$ cat src/rtl/adder_arb_pkg.sv
// Shared types and encodings for the round-robin adder arbiter.
package adder_arb_pkg;

    typedef enum logic [1:0] {
        IDLE = 2'd0,
        EXEC = 2'd1,
        RESP = 2'd2
    } state_e;

    localparam logic       OP_ADD  = 1'b0;
    localparam logic       OP_SUB  = 1'b1;
    localparam logic [1:0] SEL_ADD = 2'b00;
    localparam logic [1:0] SEL_SUB = 2'b01;

endpackage

$ cat src/rtl/adder_arbiter_if.sv
// Request/response bundle between the requesters (master) and the arbiter (slave).
interface adder_arbiter_if #(
    parameter int unsigned BUS = 4,
    parameter int unsigned REQ = 2,
    parameter int unsigned IDW = 1
);
    logic [REQ-1:0]          req_valid;
    logic [REQ-1:0][BUS-1:0] req_a;
    logic [REQ-1:0][BUS-1:0] req_b;
    logic [REQ-1:0]          req_op;
    logic [REQ-1:0]          req_ready;
    logic [REQ-1:0]          resp_valid;
    logic [REQ-1:0]          resp_ready;
    logic [IDW-1:0]          resp_id;
    logic [BUS-1:0]          resp_result;
    logic                    resp_overflow;
    logic                    resp_zero;
    logic                    resp_negative;
    logic                    resp_carry;
    logic                    busy;

    modport master (
        output req_valid, req_a, req_b, req_op, resp_ready,
        input  req_ready, resp_valid, resp_id, resp_result,
               resp_overflow, resp_zero, resp_negative, resp_carry, busy
    );

    modport slave (
        input  req_valid, req_a, req_b, req_op, resp_ready,
        output req_ready, resp_valid, resp_id, resp_result,
               resp_overflow, resp_zero, resp_negative, resp_carry, busy
    );
endinterface

$ cat src/rtl/adder.sv
// Add/subtract datapath with overflow, zero, negative and carry-out flags.
module adder
    import adder_arb_pkg::*;
#(
    parameter int unsigned BUS = 4
) (
    input  logic [BUS-1:0] i_a,
    input  logic [BUS-1:0] i_b,
    input  logic [1:0]     i_sel,
    output logic [BUS-1:0] o_result,
    output logic           o_overflow,
    output logic           o_zero,
    output logic           o_negative,
    output logic           o_carry_out
);
    logic           w_sub;
    logic [BUS-1:0] w_b;
    logic [BUS:0]   w_sum;

    // Subtract as a + ~b + 1, so carry_out means "no borrow".
    assign w_sub       = (i_sel == SEL_SUB);
    assign w_b         = w_sub ? ~i_b : i_b;
    assign w_sum       = {1'b0, i_a} + {1'b0, w_b} + {{BUS{1'b0}}, w_sub};
    assign o_result    = w_sum[BUS-1:0];
    assign o_carry_out = w_sum[BUS];
    assign o_overflow  = (i_a[BUS-1] == w_b[BUS-1]) && (o_result[BUS-1] != i_a[BUS-1]);
    assign o_zero      = (o_result == '0);
    assign o_negative  = o_result[BUS-1];
endmodule

$ cat src/rtl/rr_arbiter.sv
// Round-robin picker: first set request after the pointer, wrapping modulo REQ.
module rr_arbiter #(
    parameter int unsigned REQ = 2,
    parameter int unsigned IDW = 1
) (
    input  logic [REQ-1:0] i_req,
    input  logic [IDW-1:0] i_ptr,
    output logic [REQ-1:0] o_gnt,
    output logic [IDW-1:0] o_idx,
    output logic           o_any
);
    logic [IDW-1:0] w_cand;

    always_comb begin
        o_gnt  = '0;
        o_idx  = '0;
        o_any  = 1'b0;
        w_cand = '0;
        for (int unsigned k = 1; k <= REQ; k++) begin
            w_cand = IDW'((32'(i_ptr) + k) % REQ);
            if (!o_any && i_req[w_cand]) begin
                o_any         = 1'b1;
                o_gnt[w_cand] = 1'b1;
                o_idx         = w_cand;
            end
        end
    end
endmodule

$ cat src/rtl/adder_arbiter.sv
// Shares one adder between REQ requesters: arbitrate, execute, hold response until accepted.
module adder_arbiter
    import adder_arb_pkg::*;
#(
    parameter int unsigned BUS = 4,
    parameter int unsigned REQ = 2,
    parameter int unsigned IDW = (REQ > 1) ? $clog2(REQ) : 1
) (
    input  logic            clk,
    input  logic            rst_n,
    adder_arbiter_if.slave  io_bus
);
    state_e         r_state, w_state_d;
    logic [IDW-1:0] r_ptr, r_id;
    logic [BUS-1:0] r_a, r_b, r_result;
    logic           r_op, r_ovf, r_zero, r_neg, r_carry;

    logic [REQ-1:0] w_gnt, w_req_ready, w_resp_valid;
    logic [IDW-1:0] w_idx;
    logic           w_any;
    logic [1:0]     w_sel;
    logic [BUS-1:0] w_result;
    logic           w_ovf, w_zero, w_neg, w_carry;

    rr_arbiter #(
        .REQ (REQ),
        .IDW (IDW)
    ) u_rr (
        .i_req (io_bus.req_valid),
        .i_ptr (r_ptr),
        .o_gnt (w_gnt),
        .o_idx (w_idx),
        .o_any (w_any)
    );

    assign w_sel = (r_op == OP_SUB) ? SEL_SUB : SEL_ADD;

    adder #(
        .BUS (BUS)
    ) u_adder (
        .i_a         (r_a),
        .i_b         (r_b),
        .i_sel       (w_sel),
        .o_result    (w_result),
        .o_overflow  (w_ovf),
        .o_zero      (w_zero),
        .o_negative  (w_neg),
        .o_carry_out (w_carry)
    );

    always_comb begin
        w_state_d   = r_state;
        w_req_ready = '0;
        unique case (r_state)
            IDLE: begin
                if (w_any) begin
                    w_req_ready = w_gnt;
                    w_state_d   = EXEC;
                end
            end
            EXEC:    w_state_d = RESP;
            RESP:    if (io_bus.resp_ready[r_id]) w_state_d = IDLE;
            default: w_state_d = IDLE;
        endcase
    end

    always_comb begin
        w_resp_valid = '0;
        if (r_state == RESP) w_resp_valid[r_id] = 1'b1;
    end

    always_ff @(posedge clk or negedge rst_n) begin
        if (!rst_n) begin
            r_state  <= IDLE;
            r_ptr    <= IDW'(REQ - 1);
            r_id     <= '0;
            r_a      <= '0;
            r_b      <= '0;
            r_op     <= 1'b0;
            r_result <= '0;
            r_ovf    <= 1'b0;
            r_zero   <= 1'b0;
            r_neg    <= 1'b0;
            r_carry  <= 1'b0;
        end else begin
            r_state <= w_state_d;
            if (r_state == IDLE && w_any) begin
                r_a   <= io_bus.req_a[w_idx];
                r_b   <= io_bus.req_b[w_idx];
                r_op  <= io_bus.req_op[w_idx];
                r_id  <= w_idx;
                r_ptr <= w_idx;
            end
            if (r_state == EXEC) begin
                r_result <= w_result;
                r_ovf    <= w_ovf;
                r_zero   <= w_zero;
                r_neg    <= w_neg;
                r_carry  <= w_carry;
            end
        end
    end

    assign io_bus.req_ready     = w_req_ready;
    assign io_bus.resp_valid    = w_resp_valid;
    assign io_bus.resp_id       = r_id;
    assign io_bus.resp_result   = r_result;
    assign io_bus.resp_overflow = r_ovf;
    assign io_bus.resp_zero     = r_zero;
    assign io_bus.resp_negative = r_neg;
    assign io_bus.resp_carry    = r_carry;
    assign io_bus.busy          = (r_state != IDLE);
endmodule
$ cat src/flat_wrapper.sv
// flat-port wrapper written by rule: the top's interface ports become plain ports
module adder_arbiter_flat import adder_arb_pkg::*;
#(
    parameter int unsigned BUS = 4,
    parameter int unsigned REQ = 2,
    parameter int unsigned IDW = (REQ > 1) ? $clog2(REQ) : 1
)
  (clk, rst_n, io_bus_req_valid, io_bus_req_a, io_bus_req_b, io_bus_req_op, io_bus_resp_ready, io_bus_req_ready, io_bus_resp_valid, io_bus_resp_id, io_bus_resp_result, io_bus_resp_overflow, io_bus_resp_zero, io_bus_resp_negative, io_bus_resp_carry, io_bus_busy);
  adder_arbiter_if #(.BUS(BUS), .REQ(REQ), .IDW(IDW)) io_bus_i ();
  input  logic clk;
  input  logic rst_n;
  input wire logic [$bits(io_bus_i.req_valid)-1:0] io_bus_req_valid;
  input wire logic [$bits(io_bus_i.req_a)-1:0] io_bus_req_a;
  input wire logic [$bits(io_bus_i.req_b)-1:0] io_bus_req_b;
  input wire logic [$bits(io_bus_i.req_op)-1:0] io_bus_req_op;
  input wire logic [$bits(io_bus_i.resp_ready)-1:0] io_bus_resp_ready;
  output wire logic [$bits(io_bus_i.req_ready)-1:0] io_bus_req_ready;
  output wire logic [$bits(io_bus_i.resp_valid)-1:0] io_bus_resp_valid;
  output wire logic [$bits(io_bus_i.resp_id)-1:0] io_bus_resp_id;
  output wire logic [$bits(io_bus_i.resp_result)-1:0] io_bus_resp_result;
  output wire logic [$bits(io_bus_i.resp_overflow)-1:0] io_bus_resp_overflow;
  output wire logic [$bits(io_bus_i.resp_zero)-1:0] io_bus_resp_zero;
  output wire logic [$bits(io_bus_i.resp_negative)-1:0] io_bus_resp_negative;
  output wire logic [$bits(io_bus_i.resp_carry)-1:0] io_bus_resp_carry;
  output wire logic [$bits(io_bus_i.busy)-1:0] io_bus_busy;
  assign io_bus_i.req_valid = io_bus_req_valid;
  assign io_bus_i.req_a = io_bus_req_a;
  assign io_bus_i.req_b = io_bus_req_b;
  assign io_bus_i.req_op = io_bus_req_op;
  assign io_bus_i.resp_ready = io_bus_resp_ready;
  assign io_bus_req_ready = io_bus_i.req_ready;
  assign io_bus_resp_valid = io_bus_i.resp_valid;
  assign io_bus_resp_id = io_bus_i.resp_id;
  assign io_bus_resp_result = io_bus_i.resp_result;
  assign io_bus_resp_overflow = io_bus_i.resp_overflow;
  assign io_bus_resp_zero = io_bus_i.resp_zero;
  assign io_bus_resp_negative = io_bus_i.resp_negative;
  assign io_bus_resp_carry = io_bus_i.resp_carry;
  assign io_bus_busy = io_bus_i.busy;
  adder_arbiter #(.BUS(BUS), .REQ(REQ), .IDW(IDW)) u_core (.clk(clk), .rst_n(rst_n), .io_bus(io_bus_i));
endmodule
$ cat config.mk
export PLATFORM = sky130hd
export DESIGN_NAME = adder_arbiter_flat
export DESIGN_NICKNAME = d
export VERILOG_FILES = /design/src/rtl/adder_arb_pkg.sv /design/src/rtl/adder_arbiter_if.sv /design/src/rtl/adder.sv /design/src/rtl/rr_arbiter.sv /design/src/rtl/adder_arbiter.sv /design/src/flat_wrapper.sv
export SDC_FILE = /design/constraint.sdc
export NUM_CORES = 1
export LEC_CHECK = 0
export CAP_MARGIN = 0
export CORE_ASPECT_RATIO = 1.1
export CORE_MARGIN = 2
export CORE_UTILIZATION = 44
export DETAILED_ROUTE_END_ITERATION = 16
export PLACE_DENSITY = 0.79
export SYNTH_ARGS = -nofsm -noshare
export SYNTH_HDL_FRONTEND = slang
export SYNTH_SLANG_ARGS = --single-unit
export TNS_END_PERCENT = 20
$ cat constraint.sdc
create_clock -name clk -period 2.7 [get_ports clk]
set_clock_uncertainty 0.2 [all_clocks]
set_input_delay 0.27 -clock clk [delete_from_list [all_inputs] [get_ports clk]]
set_output_delay 0.27 -clock clk [all_outputs]
set_load 0.01 [all_outputs]
==> metrics.txt, run 1 <==
CP delay by family, top buffers and inverters; Placed Instances 169; IO Pins 38; Crit path arrival time 1.77 ns; synthesized area per cell 9.97 sq um; FMAX 446 MHz; CTS tree yes; gr usage total 0.156; Synth warnings 0; Tot Pwr 1.79 mW; Synth top area share 0.445; DR pass1 iterations 4; final hold violation count 0; Routed Antenna Nets 0; Worst Path Required 2.23 ns; count leader, synth dfrtp_1; Worst-Margin Slew 0.872 ns; via count of the routed design 871; largest net degree at the start of global routing 21; RSZ-0062 raised after global routing false; Post-Syn Nets 136; Hold Path Class in -> async; Syn Inst Count 107; CTS Hold Bufs 0; Area Growth Syn to Fin 38.2%; initial antenna violation count 0; Crit Path Max Fanout 5; max incr delay on CP 0.55 ns; sequential element share of the synthesized area 0.470; post-route insts no fill 173; Root Buffer clkbuf_4; placed cell areas 0.00145 sq mm; PortBufs 37; Leak 0.651 nW; CP endpoint kind primary output; Reg2Reg Setup Slack 0.59 ns; Filler Cell Count 193; reg-to-reg startpoint u_core.r_op; Final Cycle Share 0.831; num rows 18; post-cts resize count 0; Max Cap Viol 0; setup bufs post-CTS 0; reg2reg end u_core.io_bus.resp_zero; Reg2Reg Depth 6; post-synth cell types 26; starting density of the core 0.469; status finished clean; Fin Setup TNS 0 ns; largest area contributor in the netlist dfrtp_1; post-route DRC violation count 0; ys flop type dfrtp_1; critical-path cell list nor2_1 -> nand2_1 -> a21oi_1 -> clkdlybuf4s50_1; Setup CP Type reg -> out; final net count 173; minimum clock period 2.24 ns; Post-synth EDFFs 0; clock buffer depth 2; vias per cell 5.03; ranking of synthesized cells by area dfrtp_1, mux2i_1, a21oi_1, ha_1, nor2_1; clk sinks 20; Core Box Area 0.00227 sq mm; H-tree levels 1; die extent in y 55.7 microns; top post-synthesis cells by count dfrtp_1, a21oi_1, nor2_1; Finished Cell Area 0.00148 sq mm; headroom to the max-slew limit 0.417; HPWL Detailed 1630 microns; Worst VDD drop 641 uV; pwr dens 1210 mW/mm^2; 1st-iter DRT viols 2; Skew-Pair Late Insertion Delay 0.29 ns; diodes inserted 0; first-pass GRT wire length 3460 microns; pins over their slew limit 0; Die Wd 51.0 microns; CP max-delay cell clkdlybuf4s50_1; GRT Residual Overflow 0; WL per Instance 11.6 microns; Netlist Area Pre-Place 0.00107 sq mm; setup violators final 0; final wirelength 2010 microns; TritonCTS buffer count 3; die area 0.00284 sq mm; vias in the first global route 878; Placer Congestion 0.761; clock slew at reported path FFs 0.11 ns; #FFs+latches synth 20; ratio of cells with drive above 1 in the final layout 0.0559; asr flop ratio synth 1.00; type of origin of the critical path flip-flop; worst path bufs/invs 1
-- registers in the layout, indices dropped and copies added, names as in the netlist, 2 cells and up --
signal	cells
u_core.r_a	4
u_core.r_state	2
u_core.r_b	4
u_core.io_bus.resp_result	4
-- cell usage in the layout, fill, tap and decap left out, types with 2 or more instances in the layout --
cell type	netlist	final
clkdlybuf4s50_1	0	37
ha_1	4	4
inv_1	6	6
clkbuf_4	0	3
nor2_1	12	12
xnor2_1	3	3
o21ai_0	7	7
nand2b_1	2	2
xor2_1	4	4
dfrtp_1	19	19
a21oi_1	12	12
mux2i_1	10	10
nand2_1	10	10
-- final cells by class --
class                      instances  area (sq um)  share of cell area
sequential                        20           502               0.340
timing repair buffer              38           378               0.256
clock buffer                       4          26.3              0.0178
tap                               30          37.5              0.0254
inverter                           6          22.5              0.0153
multi-input combinational         75           509               0.345
-- metrics by stage --
| stage | hold WS [ns] | utilization | setup WS, ns |
|---|---|---|---|
| floorplan | -0.226 | - | 0.683 |
| detailed placement | 0.270 | 0.637 | 0.535 |
| global placement | 0.264 | 0.637 | 0.587 |
| finish | 0.264 | 0.649 | 0.457 |
| CTS | 0.292 | 0.649 | 0.449 |
| global route | 0.330 | 0.649 | 0.312 |
-- cells by family (layout without fill, tap and decap cells) --
kind of cell / count (synthesis) / in the layout / share of synthesized area
XOR/XNOR: 7 / 7 / 0.0574
AND/OR/NAND/NOR: 26 / 26 / 0.104
AO/OA/AOI/OAI: 26 / 26 / 0.145
multiplexers: 11 / 11 / 0.104
adder cells (fa/ha/maj): 5 / 5 / 0.0657
buffers and inverters: 12 / 48 / 0.0527
flip-flops: 20 / 20 / 0.470
-- report_power, final --
group / internal, mW / switching [mW]
logic: 0.531 / 0.554
clock network: 0.0574 / 0.0861
registers: 0.449 / 0.111
total: 1.04 / 0.751
-- worst max-delay path by stage --
| stage | from | end | slack [ns] | cells past startpoint |
|---|---|---|---|---|
| 6_report | u_core.r_state[0] | io_bus_req_ready[0] | 0.46 | 4 |
| 4_1_cts | u_core.r_state[0] | io_bus_req_ready[0] | 0.45 | 4 |
| 3_3_place_gp | io_bus_req_valid[1] | io_bus_req_ready[1] | 0.59 | 4 |
| 5_1_grt | u_core.r_state[0] | io_bus_req_ready[0] | 0.31 | 4 |
| 3_5_place_dp | io_bus_req_valid[1] | io_bus_req_ready[1] | 0.53 | 4 |
| 2_1_floorplan | u_core.r_op | u_core.io_bus.resp_zero | 0.68 | 7 |
-- metal layers --
| layer | vias to the layer above | global-route usage | share of wire |
|---|---|---|---|
| met1 | 415 | 0.179 | 0.40 |
| li1 | 428 | - | - |
| met2 | 26 | 0.278 | 0.54 |
| met4 | 0 | 0.0579 | 0.0094 |
| met3 | 2 | 0.0323 | 0.049 |
| met5 | - | 0 | 0 |
No activity file was read; power rests on OpenSTA's default activity.
==> run 2: changes to the inputs <==
Clock period 2.7 ns to 2.3 ns, I/O delays scaled along.
==> run 2 against run 1 <==
Against the previous run:
- sequential power grew 18%
- first-iteration DRC count increased by 100%
- die area is the same
- flip-flop and latch count unchanged
- combinational power increased by 18%
- global-route usage up 2.0 points
- largest power group unchanged
==> metrics.txt, run 2 (synthesis results as in run 1) <==
CP endpoint kind primary output (unchanged); Finished Cell Area 0.00150 sq mm (was 0.00148 sq mm); status finished clean (unchanged); Worst-Margin Slew 0.542 ns (was 0.872 ns); setup bufs post-CTS 0 (unchanged); ratio of cells with drive above 1 in the final layout 0.0828 (was 0.0559); Fin Setup TNS 0 ns (unchanged); headroom to the max-slew limit 0.637 (was 0.417); switching power 880 uW (was 751 uW); commonest non-fill, non-tap cell in the layout clkdlybuf4s50_1 (unchanged); clk sinks 20 (unchanged); Leak 0.667 nW (was 0.651 nW); PortBufs 37 (unchanged); Crit path arrival time 1.75 ns (was 1.77 ns); setup violators final 0 (unchanged); Placed Instances 171 (was 169); FMAX 459 MHz; num rows 18 (unchanged); initial antenna violation count 0 (unchanged); post-route insts no fill 175 (was 173); TritonCTS buffer count 3 (unchanged); Core Box Area 0.00227 sq mm (unchanged); clock power share 0.098 (was 0.080); critical-path cell list nor2_2 -> nand2_1 -> a21oi_1 -> clkdlybuf4s50_1 (was nor2_1 -> nand2_1 -> a21oi_1 -> clkdlybuf4s50_1); post-cts resize count 0 (unchanged); placed cell areas 0.00146 sq mm (was 0.00145 sq mm); final hold violation count 0 (unchanged); type of origin of the critical path flip-flop (unchanged); CP max-delay cell clkdlybuf4s50_1 (unchanged); combinational fraction of design power 0.594 (was 0.607); IO Pins 38 (unchanged); Crit Path Max Fanout 5 (unchanged); largest net degree at the start of global routing 16 (was 21); Worst Path Required 1.87 ns (was 2.23 ns); most frequent cells in the layout clkdlybuf4s50_1, dfrtp_1, a21oi_1 (was clkdlybuf4s50_1, dfrtp_1, nor2_1, a21oi_1); Final Cycle Share 0.947; Worst VDD drop 894 uV (was 641 uV); worst slack at placement 0.137 ns (was 0.535 ns); pins over their slew limit 0 (unchanged); sw frac 0.412 (was 0.420); Hold Path Class in -> async (unchanged); H-tree levels 1 (unchanged); die extent in y 55.7 microns (unchanged); 1st-iter DRT viols 4 (was 2); post-route DRC violation count 0 (unchanged); Flop pwr share 0.309 (was 0.313); Routed Antenna Nets 0 (unchanged); clock buffer depth 2 (unchanged); minimum clock period 2.18 ns; clock slew at reported path FFs 0.11 ns (about the same); gr usage total 0.176 (was 0.156); first-pass GRT wire length 3770 microns (was 3460 microns); Setup CP Type reg -> out (unchanged); Area Growth Syn to Fin 40.8% (was 38.2%); RSZ-0062 raised after global routing false (unchanged); pwr dens 1420 mW/mm^2 (was 1210 mW/mm^2); vias per cell 4.94 (was 5.03); CTS tree yes (unchanged); final wirelength 2070 microns (was 2010 microns); vias in the first global route 904 (was 878); diodes inserted 0 (unchanged); CTS Hold Bufs 0 (unchanged); final net count 175 (was 173); die area 0.00284 sq mm (unchanged); WL per Instance 11.8 microns (was 11.6 microns); P_int 1.25 mW (was 1.04 mW); DR pass1 iterations 4 (unchanged); Filler Cell Count 204 (was 193); via count of the routed design 865 (was 871); Max Cap Viol 0 (unchanged); Hold WS 0.0600 ns (was 0.264 ns); fin worst setup slack 0.121 ns (was 0.457 ns); Root Buffer clkbuf_4 (unchanged); HPWL Detailed 1680 microns (was 1630 microns); starting density of the core 0.469 (unchanged); Skew-Pair Late Insertion Delay 0.31 ns (was 0.29 ns); Placer Congestion 0.781 (was 0.761); GRT Residual Overflow 0 (unchanged); Die Wd 51.0 microns (unchanged); max incr delay on CP 0.55 ns (about the same)
-- run 2: cell types whose count changed in the layout (fill, tap and decap cells not counted) --
cell | before | now
clkbuf_1 | 1 | 0
nor2_2 | 0 | 1
nor2_1 | 12 | 11
clkbuf_8 | 0 | 1
buf_4 | 1 | 3
-- run 2: cell type report --
type	instances	area (sq um)	area share
multi-input cells	75	512	0.341
inverters	6	22.5	0.0150
repair buffers	40	393	0.261
clock buffers	4	36.3	0.0241
well taps	30	37.5	0.0250
flip-flops and latches	20	502	0.334
-- run 2: layer usage --
layer	GRT usage	wire length [microns]	vias up
li1	-	-	434
met2	0.291	1080	25
met5	0	0	-
met1	0.212	844	401
met4	0.0965	55	0
met3	0.0323	87	5
-- run 2: worst paths after layout --
check,from,end,slack [ns],cells after the start
worst max-delay path,u_core.r_state[0],io_bus_req_ready[0],0.12,4
worst min-delay path,rst_n,u_core.r_state[1],0.06,1
worst max register to register,u_core.r_op,u_core.io_bus.resp_zero,0.19,6
worst min register to register,u_core.io_bus.resp_result[2],u_core.io_bus.resp_result[2],0.29,2
max in group asynchronous,rst_n,u_core.r_a[3],1.32,2
min in group clk,u_core.io_bus.resp_result[2],u_core.io_bus.resp_result[2],0.29,2
-- run 2: worst max-delay path: cells and delay by family, from the launching register on --
family                 cells  cell delay (ns)
AO/OA/AOI/OAI              1             0.13
buffers and inverters      1             0.55
flip-flops                 1             0.41
AND/OR/NAND/NOR            2             0.36
-- run 2: per-stage QoR --
| step | utilization | total power, mW |
|---|---|---|
| floorplan | - | 1.53 |
| global placement | 0.644 | 1.88 |
| detailed placement | 0.644 | 1.93 |
| CTS | 0.660 | 2.15 |
| global route | 0.661 | 2.37 |
| finish | 0.661 | 2.13 |
-- run 2: power groups by stage --
stage                     logic, mW  clock network, mW  registers, mW
after floorplan               0.869                  0          0.657
after global placement         1.22                  0          0.656
after detailed placement       1.27                  0          0.664
after CTS                      1.28              0.214          0.656
after global routing           1.46              0.228          0.686
final                          1.27              0.208          0.658
